--- src/rtl/pwm_pkg.sv ---
// Shared encodings for the PWM duty sequencer: mode codes, writer states, widths.
package pwm_pkg;
  localparam int NUM_CH = 3;
  localparam int DUTY_W = 8;

  localparam logic [1:0] MODE_MAN  = 2'd0;
  localparam logic [1:0] MODE_RAMP = 2'd1;
  localparam logic [1:0] MODE_OFF  = 2'd2;

  typedef enum logic [2:0] {WR_IDLE, WR_W0, WR_W1, WR_W2, WR_WS} wr_state_e;
endpackage

--- src/rtl/pwm_duty_sequencer_if.sv ---
// Duty-write port toward the PWM block: one-cycle strobe plus channel and value.
interface pwm_duty_sequencer_if;
  import pwm_pkg::*;
  logic              wr;
  logic [1:0]        wr_ch;
  logic [DUTY_W-1:0] wr_val;

  modport master (output wr, wr_ch, wr_val);
  modport slave  (input  wr, wr_ch, wr_val);
endinterface

--- src/rtl/pwm_duty_sequencer_debounce.sv ---
// Button debouncer: 2-FF synchroniser, stable-sample counter, one-cycle press pulse.
module btn_debounce #(
  parameter logic [15:0] DB_CYCLES = 16'd50000
) (
  input  logic clk,
  input  logic rst_n,
  input  logic btn,
  output logic press
);
  logic [1:0]  sync_q, sync_d;
  logic [15:0] cnt_q, cnt_d;
  logic        level_q, level_d;
  logic        press_q, press_d;

  always_comb begin
    sync_d  = {sync_q[0], btn};
    level_d = level_q;
    cnt_d   = '0;
    press_d = 1'b0;
    // Any sample agreeing with the current level restarts the count.
    if (sync_q[1] != level_q) begin
      if (cnt_q >= DB_CYCLES - 16'd1) begin
        level_d = ~level_q;
        press_d = ~level_q;
      end else begin
        cnt_d = cnt_q + 16'd1;
      end
    end
  end

  always_ff @(posedge clk or negedge rst_n) begin
    if (!rst_n) begin
      sync_q  <= '0;
      cnt_q   <= '0;
      level_q <= 1'b0;
      press_q <= 1'b0;
    end else begin
      sync_q  <= sync_d;
      cnt_q   <= cnt_d;
      level_q <= level_d;
      press_q <= press_d;
    end
  end

  assign press = press_q;
endmodule

--- src/rtl/pwm_duty_sequencer.sv ---
// Duty sequencer: debounced buttons drive MAN/RAMP/OFF modes and a serialised duty writer.
// Optional RAMP_PHASE_EN: entering RAMP presets a 0/85/170 phase spread and writes it.
module pwm_duty_sequencer import pwm_pkg::*; #(
  parameter logic [15:0] DB_CYCLES = 16'd50000,
  parameter logic [7:0]  STEP      = 8'd16,
  parameter logic [7:0]  RAMP_DIV  = 8'd4
) (
  input  logic                        clk,
  input  logic                        rst_n,
  input  logic                        btn_mode,
  input  logic                        btn_sel,
  input  logic                        btn_step,
  input  logic                        period_tick,
  pwm_duty_sequencer_if.master        wr_if,
  output logic [1:0]                  mode,
  output logic [1:0]                  sel,
  output logic                        busy
);
  logic [2:0] press;  // {step, sel, mode}

  btn_debounce #(.DB_CYCLES(DB_CYCLES)) u_db [2:0] (
    .clk   (clk),
    .rst_n (rst_n),
    .btn   ({btn_step, btn_sel, btn_mode}),
    .press (press)
  );

  logic [1:0]                   mode_q, mode_d, sel_q, sel_d, one_ch_q, one_ch_d;
  logic [NUM_CH-1:0][DUTY_W-1:0] sh_q, sh_d;
  logic [NUM_CH-1:0]            dn_q, dn_d;  // 1 = channel ramping down
  logic [7:0]                   div_q, div_d;
  logic                         pend_all_q, pend_all_d, pend_one_q, pend_one_d;
  wr_state_e                    st_q, st_d;
  logic                         req_all, req_one;
  logic [8:0]                   sum;
  logic [1:0]                   wch;

  always_comb begin
    mode_d  = mode_q;
    sel_d   = sel_q;
    sh_d    = sh_q;
    dn_d    = dn_q;
    div_d   = div_q;
    req_all = 1'b0;
    req_one = 1'b0;
    sum     = '0;
    if (press[0]) begin
      case (mode_q)
        MODE_MAN: begin
          mode_d = MODE_RAMP;
`ifdef RAMP_PHASE_EN
          sh_d    = {8'd170, 8'd85, 8'd0};
          dn_d    = '0;
          req_all = 1'b1;
`endif
        end
        MODE_RAMP: begin
          mode_d  = MODE_OFF;
          sh_d    = '0;
          req_all = 1'b1;
        end
        default: mode_d = MODE_MAN;
      endcase
    end else if (mode_q == MODE_MAN) begin
      if (press[1]) sel_d = (sel_q == 2'd2) ? 2'd0 : sel_q + 2'd1;
      if (press[2]) begin
        sum           = {1'b0, sh_q[sel_q]} + {1'b0, STEP};
        sh_d[sel_q]   = sum[8] ? '0 : sum[7:0];
        req_one       = 1'b1;
      end
    end else if (mode_q == MODE_RAMP && period_tick) begin
      div_d = div_q + 8'd1;
      if (div_d >= RAMP_DIV) begin
        div_d = '0;
        for (int i = 0; i < NUM_CH; i++) begin
          if (!dn_q[i]) begin
            sum = {1'b0, sh_q[i]} + {1'b0, STEP};
            if (sum >= 9'd255) begin
              sh_d[i] = 8'd255;
              dn_d[i] = 1'b1;
            end else begin
              sh_d[i] = sum[7:0];
            end
          end else if (sh_q[i] <= STEP) begin
            sh_d[i] = '0;
            dn_d[i] = 1'b0;
          end else begin
            sh_d[i] = sh_q[i] - STEP;
          end
        end
        req_all = 1'b1;
      end
    end
  end

  always_comb begin
    st_d       = st_q;
    pend_all_d = pend_all_q;
    pend_one_d = pend_one_q;
    one_ch_d   = req_one ? sel_q : one_ch_q;
    case (st_q)
      WR_IDLE: begin
        if (req_all || pend_all_q) begin
          st_d       = WR_W0;
          pend_all_d = 1'b0;
          pend_one_d = 1'b0;
        end else if (req_one || pend_one_q) begin
          st_d       = WR_WS;
          pend_one_d = 1'b0;
        end
      end
      WR_W0:   st_d = WR_W1;
      WR_W1:   st_d = WR_W2;
      default: st_d = WR_IDLE;
    endcase
    // While a sequence is in flight, new requests wait in one-deep flags.
    if (st_q != WR_IDLE) begin
      if (req_all) begin
        pend_all_d = 1'b1;
        pend_one_d = 1'b0;
      end else if (req_one && !pend_all_q) begin
        pend_one_d = 1'b1;
      end
    end
  end

  always_comb begin
    wr_if.wr = 1'b1;
    wch      = 2'd0;
    case (st_q)
      WR_W0:   wch = 2'd0;
      WR_W1:   wch = 2'd1;
      WR_W2:   wch = 2'd2;
      WR_WS:   wch = one_ch_q;
      default: wr_if.wr = 1'b0;
    endcase
    wr_if.wr_ch  = wch;
    wr_if.wr_val = wr_if.wr ? sh_q[wch] : '0;
  end

  always_ff @(posedge clk or negedge rst_n) begin
    if (!rst_n) begin
      mode_q     <= MODE_MAN;
      sel_q      <= '0;
      one_ch_q   <= '0;
      sh_q       <= '0;
      dn_q       <= '0;
      div_q      <= '0;
      pend_all_q <= 1'b0;
      pend_one_q <= 1'b0;
      st_q       <= WR_IDLE;
    end else begin
      mode_q     <= mode_d;
      sel_q      <= sel_d;
      one_ch_q   <= one_ch_d;
      sh_q       <= sh_d;
      dn_q       <= dn_d;
      div_q      <= div_d;
      pend_all_q <= pend_all_d;
      pend_one_q <= pend_one_d;
      st_q       <= st_d;
    end
  end

  assign mode = mode_q;
  assign sel  = sel_q;
  assign busy = (st_q != WR_IDLE);
endmodule

--- src/flat_wrapper.sv ---
// flat-port wrapper written by rule: the top's interface ports become plain ports
module pwm_duty_sequencer_flat import pwm_pkg::*;
#(
  parameter logic [15:0] DB_CYCLES = 16'd50000,
  parameter logic [7:0]  STEP      = 8'd16,
  parameter logic [7:0]  RAMP_DIV  = 8'd4
)
  (clk, rst_n, btn_mode, btn_sel, btn_step, period_tick, mode, sel, busy, wr_if_wr, wr_if_wr_ch, wr_if_wr_val);
  pwm_duty_sequencer_if wr_if_i ();
  input  logic clk;
  input  logic rst_n;
  input  logic btn_mode;
  input  logic btn_sel;
  input  logic btn_step;
  input  logic period_tick;
  output logic [1:0] mode;
  output logic [1:0] sel;
  output logic busy;
  output wire logic [$bits(wr_if_i.wr)-1:0] wr_if_wr;
  output wire logic [$bits(wr_if_i.wr_ch)-1:0] wr_if_wr_ch;
  output wire logic [$bits(wr_if_i.wr_val)-1:0] wr_if_wr_val;
  assign wr_if_wr = wr_if_i.wr;
  assign wr_if_wr_ch = wr_if_i.wr_ch;
  assign wr_if_wr_val = wr_if_i.wr_val;
  pwm_duty_sequencer #(.DB_CYCLES(DB_CYCLES), .STEP(STEP), .RAMP_DIV(RAMP_DIV)) u_core (.clk(clk), .rst_n(rst_n), .btn_mode(btn_mode), .btn_sel(btn_sel), .btn_step(btn_step), .period_tick(period_tick), .wr_if(wr_if_i), .mode(mode), .sel(sel), .busy(busy));
endmodule
--- config.mk ---
export PLATFORM = sky130hd
export DESIGN_NAME = pwm_duty_sequencer_flat
export DESIGN_NICKNAME = d
export VERILOG_FILES = /design/src/rtl/pwm_pkg.sv /design/src/rtl/pwm_duty_sequencer_if.sv /design/src/rtl/pwm_duty_sequencer_debounce.sv /design/src/rtl/pwm_duty_sequencer.sv /design/src/flat_wrapper.sv
export SDC_FILE = /design/constraint.sdc
export NUM_CORES = 1
export LEC_CHECK = 0
export CAP_MARGIN = 30
export CORE_MARGIN = 2
export CORE_UTILIZATION = 45
export DETAILED_ROUTE_END_ITERATION = 6
export PLACE_DENSITY = 0.64
export SYNTH_ARGS = -nofsm -noshare
export SYNTH_HDL_FRONTEND = slang
export SYNTH_SLANG_ARGS = --single-unit
export TNS_END_PERCENT = 10
--- constraint.sdc ---
create_clock -name clk -period 3.7 [get_ports clk]
set_input_delay 0.74 -clock clk [delete_from_list [all_inputs] [get_ports clk]]
set_output_delay 0.74 -clock clk [all_outputs]
set_load 0.02 [all_outputs]
# Word level (Yosys, flattened, before mapping)
# Cells that the tools add are included.
totals:
  ff_bits: 106
  inputBits: 6
  output_inout_bits: 16
  word_cells: 155
op_classes:
  add_sub_neg: 12
  magnitude_cmp: 13
  n_eq_ne: 12
  muxes: 71
  bitwise: 5
  n_reduce_logical: 19
op_table:
  columns: ["op", "count"]
  rows:
  - ["24-bit two-way mux", 6]
  - ["8-bit two-way mux", 15]
  - ["16-bit two-way mux", 6]
  - ["16-bit by 1-bit adder with 16-bit output (second input constant)", 3]
  - ["16-bit >= comparator (second input constant)", 3]
  - ["8-bit by 5-bit adder with 9-bit output (second input constant)", 4]
  - ["1-bit two-way mux", 34]
  - ["8-bit binary-select mux with 2-bit select", 2]
  - ["9-bit by 8-bit >= comparator with 1-bit output (second input constant)", 3]
  - ["24-bit bitwise mux", 1]
  - ["8-bit by 5-bit less-or-equal comparator with 1-bit output (second input constant)", 3]
  - ["8-bit by 5-bit subtractor with 8-bit output (second input constant)", 3]
  - ["8-bit demux with 2-bit select", 1]
  - ["3-bit one-hot mux with 3 select lines", 1]
  - ["3-bit nonzero test", 3]
  - ["8-bit by 1-bit adder with 8-bit output (second input constant)", 1]
  - ["8-bit by 3-bit >= comparator with 1-bit output (second input constant)", 1]
  - ["4-bit AND reduction", 2]
  - ["3-bit by 2-bit == test with 1-bit output (second input constant)", 2]
  - ["2-bit by 3-bit < comparator with 1-bit output (second input constant)", 2]
  - ["3-bit two-way mux", 2]
  - ["2-bit one-hot mux with 3 select lines", 1]
  - ["2-bit AND reduction", 3]
  - ["3-bit AND reduction", 2]
  - ["other kinds (19)", 28]

# Longest topological paths before layout
depth:
  word_depth: 12
  mapped_depth: 9
  depth_no_buf: 8

# Modules after synthesis
# From an unflattened synthesis, not the netlist that was laid out.
unflattened:
  hier_cells: 653
  hier_area_um2: 6197.2
by_module_without_submodules:
  columns: ["module", "n_inst", "cells_per_inst", "area_per_inst_um2"]
  rows:
  - ["pwm_duty_sequencer", 1, 389, 3288.2]
  - ["btn_debounce", 3, 88, 969.7]

# Worst setup path before layout
# Ideal clock, no wire load.
synth_path:
  path_kind: "reg-to-output"
  from: "reg u_core.st_q[2]"
  to: "out wr_if_wr_val[6]"
  t_arrival_ps: 1770
  t_required_ps: 2960
  slack_ps: 1190
  stages_incl_launch_ff: 8
  path_buffers: 2
  cell_sequence: "dfrtp_1 > clkbuf_1 > nand2b_1 > a21o_1 > clkbuf_1 > nor2_1 > a22oi_1 > nor2_1"
synth_via:
  elab_chain_len: 5
  word_cells_on_any_way: 10
  cone_classes: "4 x eq/ne; 5 x mux; 1 x reduce/logical"
synth_lines:
  columns: ["item", "line_no", "rtl"]
  rows:
  - ["start: declaration", "pwm_duty_sequencer.sv:33", "wr_state_e st_q, st_d;"]
  - ["start signal: assignment", "pwm_duty_sequencer.sv:161", "st_q <= st_d;"]
  - ["3-bit == test / 3-bit by 2-bit == test with 1-bit output (equally long branches)", "pwm_duty_sequencer.sv:130", "case (st_q)"]
  - ["2-bit one-hot mux with 3 select lines", "pwm_duty_sequencer.sv:130", null]
  - ["8-bit binary-select mux with 2-bit select", "pwm_duty_sequencer.sv:138", "wr_if.wr_val = wr_if.wr ? sh_q[wch] : '0;"]
  - ["8-bit two-way mux (not written as such)", "pwm_duty_sequencer.sv:138", null]
  - ["8-bit two-way mux (*)", "pwm_duty_sequencer.sv:138", null]
  - ["end: declaration", "flat_wrapper.sv:21", "output wire logic [$bits(wr_if_i.wr_val)-1:0] wr_if_wr_val;"]
# Mark *: on every way between the ends. The rest lies on a longest branch, timed or not. The select of a mux whose other input is x is not followed.

# Worst setup path in the final report
layout_path:
  from: "reg u_core.st_q[1]"
  to: "out wr_if_wr_val[2]"
# Same word-level chain as after synthesis.

==> impl_metrics.py <==
metrics = {
    "worst_setup_path": {
        "critPathMaxStageDelay_ps": 620,
        "worstPathRequired_ps": 2960,
        "critPathArrivalTime_ps": 2630,
        "critPathCaptureType": "output pin",
        "crit_buf_inv": 1,
        "crit_path_cell_trace": "nand3b_1 -> a21o_1 -> nor2_1 -> a22oi_1 -> nor2_1 -> clkdlybuf4s50_1",
        "crit_type": "reg2out",
        "cp_slowest_cell": "clkdlybuf4s50_1",
        "startpoint_type": "flip-flop",
        "path_max_fanout": 10,
        "reg2reg_slack_ps": 1000,
        "cpLargestDelayFamily": "simple AND/OR/NAND/NOR gates",
        "cp_common_cell": "nor2_1",
    },
    "grt": {
        "grt_pass1_wl_mm": 23.3,
        "antenna_found_initial": 0,
        "grt_pass1_vias": 4764,
        "track_usage": 0.204,
        "grt-ovfl-total": 0,
        "grt_max_degree": 61,
    },
    "min_path": {
        "hold_path_class": "reg2reg",
    },
    "detailed_routing": {
        "initialDrtViolationCount": 432,
        "viasPerCell": 5.72,
        "wl_mm": 13.8,
        "drc": 0,
        "ant_nets": 0,
        "first_pass_iters": 5,
        "wl_per_cell_um": 16.4,
        "vias": 4803,
    },
    "clocking": {
        "ctsResizeCount": 0,
        "path_clk_slew_ps": 70,
        "cts_hold_buf": 0,
        "root_buffer": "clkbuf_16",
        "clock_tree.buffer_depth": 2,
        "clock_latency_ps": 360,
        "cts_inserted_buffers": 9,
        "cts_tree": "built",
        "htreeDepth": 3,
        "post_cts_buffers": 0,
        "clock-sinks": 106,
    },
    "timing": {
        "whs_ps": 348,
        "hold_viol": 0,
        "finalCritPeriodShare": 0.912,
        "slew_violations": 0,
        "fin_tns_setup_ps": 0,
        "slew_headroom": 0.507,
        "post-route-min-period_ps": 3370,
        "clock_skew_ps": 11.4,
        "worst-slew-pin-transition_ps": 740,
        "fmax_mhz": 296,
        "setup_viol": 0,
        "rsz0062_at_grt": "no",
    },
    "place": {
        "io_buffer_count": 21,
        "gp_congestion": 0.893,
        "dp_hpwl_mm": 9.88,
        "dpl.cell_count": 823,
    },
    "finish": {
        "final_nets": 681,
        "syn2layout_area_growth_pct": 10.4,
        "regArea_um2": 2650,
        "multi_input_area_um2": 3180,
        "n_antenna_cell": 0,
        "drive_above_1_share": 0.0694,
        "fin_util": 0.506,
        "final_cells": 839,
        "n_fill_cell": 1275,
    },
    "floorplan": {
        "std_cell_rows": 42,
        "core_area_um2": 13100,
        "die_h_um": 120,
        "ioPinCount": 22,
        "die_x_um": 120,
        "die_area_um2": 14300,
        "initial_utilization": 0.459,
    },
    "yosys": {
        "synth_top_area_frac": 0.440,
        "synthCells": 647,
        "synth_most_common_cell": "dfrtp_1",
        "ys_seq_area_frac": 0.440,
        "synth_flop_cell": "dfrtp_1",
        "synth.largest_area_cell": "dfrtp_1",
        "synth_area_leaders": "dfrtp_1 (44%), nor2_1 (5.6%), xor2_1 (5.4%), ha_1 (3.5%), nand2_1 (3.1%)",
        "synth_enable_flop_cells": 0,
        "yosysUniqueCellTypes": 69,
        "syn_area_um2": 6020,
        "synth-seq-cells": 106,
        "synth_fp_nets": 670,
        "async_reset_ff_frac": 1.00,
        "syn_area_per_cell_um2": 9.31,
        "ys_top_cells_by_count": "dfrtp_1 (106), nor2_1 (90), nand2_1 (49)",
        "yosys_warnings": 0,
    },
    "pwr": {
        "power_leakage_nw": 2.86,
        "peakVddDrop_mv": 0.182,
        "p_per_area_nw_per_um2": 322,
    },
    "status": {
        "status": "completed",
    },
    "flow_run": {
        "maxCapViolCount": 0,
    },
}
==> metrics by stage <==
stage          cell area [um2]  power, mW  setup slack, ps
2_1_floorplan             6020       1.22             1190
3_3_place_gp              6380       1.26              861
3_5_place_dp              6380       1.26              709
4_1_cts                   6650       2.16              313
5_1_grt                   6650       2.23              122
6_report                  6650       2.14              326
==> final timing paths <==
kind	end	from	depth (start not counted)
max	wr_if_wr_val[2]	u_core.st_q[1]	6
min	u_core.u_db[2].sync_q[1]	u_core.u_db[2].sync_q[0]	0
max reg2reg	u_core.sh_q[17]	u_core.sel[1]	7
min reg2reg	u_core.u_db[2].sync_q[1]	u_core.u_db[2].sync_q[0]	0
max in group asynchronous	u_core.u_db[0].cnt_q[13]	rst_n	2
min in group asynchronous	u_core.pend_all_q	rst_n	1
==> area by class of cell <==
class,count,share of cell area
inverters,24,0.0135
repair buffers,26,0.0369
flip-flops and latches,106,0.399
clock buffers,11,0.0350
clock inverters,5,0.00564
well taps,176,0.0331
multi-input cells,491,0.477
==> kinds of logic after synthesis <==
group,after synthesis,synth area share
mux,26,0.0465
simple gates,263,0.213
buf+inv,50,0.0326
flops,106,0.440
fa+ha+maj,17,0.0353
compound gates,135,0.159
xor+xnor,50,0.0727
==> report_power, final <==
part	total, mW	internal, mW	switching (mW)
Sequential	1.18	1.17	0.0121
Clock	0.905	0.461	0.444
Combinational	0.0534	0.0156	0.0378
Total	2.14	1.65	0.494
==> layout by cell type, fill, tap and decap left out, types with 7 or more instances in the layout <==
| master | synthesis | layout |
|---|---|---|
| nor4_1 | 9 | 9 |
| nand2_1 | 49 | 49 |
| inv_1 | 23 | 23 |
| ha_1 | 17 | 17 |
| nand3_1 | 31 | 31 |
| a31oi_1 | 8 | 8 |
| clkdlybuf4s50_1 | 0 | 20 |
| o21ai_0 | 33 | 33 |
| dfrtp_1 | 106 | 106 |
| mux2i_1 | 13 | 13 |
| nor2b_1 | 14 | 14 |
| a22oi_1 | 9 | 9 |
| and3_1 | 11 | 11 |
| mux2_2 | 12 | 12 |
| clkbuf_16 | 0 | 9 |
| nand2b_1 | 8 | 8 |
| xor2_1 | 37 | 37 |
| nand4_1 | 11 | 11 |
| nor2_1 | 90 | 90 |
| nor3_1 | 13 | 13 |
| xnor2_1 | 13 | 13 |
| o22ai_1 | 7 | 7 |
| a21oi_1 | 21 | 21 |
==> per-layer routing <==
layer	vias to the layer above	share of wire	track usage
met5	-	0	0
met4	0	0.029	0.0985
met2	115	0.48	0.327
li1	2334	-	-
met3	29	0.045	0.0409
met1	2325	0.45	0.266
==> registers in the layout (all words and copies together), names as in the netlist, 3 cells and up <==
| register | cells |
|---|---|
| u_core.u_db.cnt_q | 48 |
| u_core.st_q | 3 |
| u_core.div_q | 8 |
| u_core.dn_q | 3 |
| u_core.u_db.press | 3 |
| u_core.sh_q | 24 |
| u_core.u_db.level_q | 3 |
| u_core.u_db.sync_q | 6 |
(Power assumes the default switching activity.)
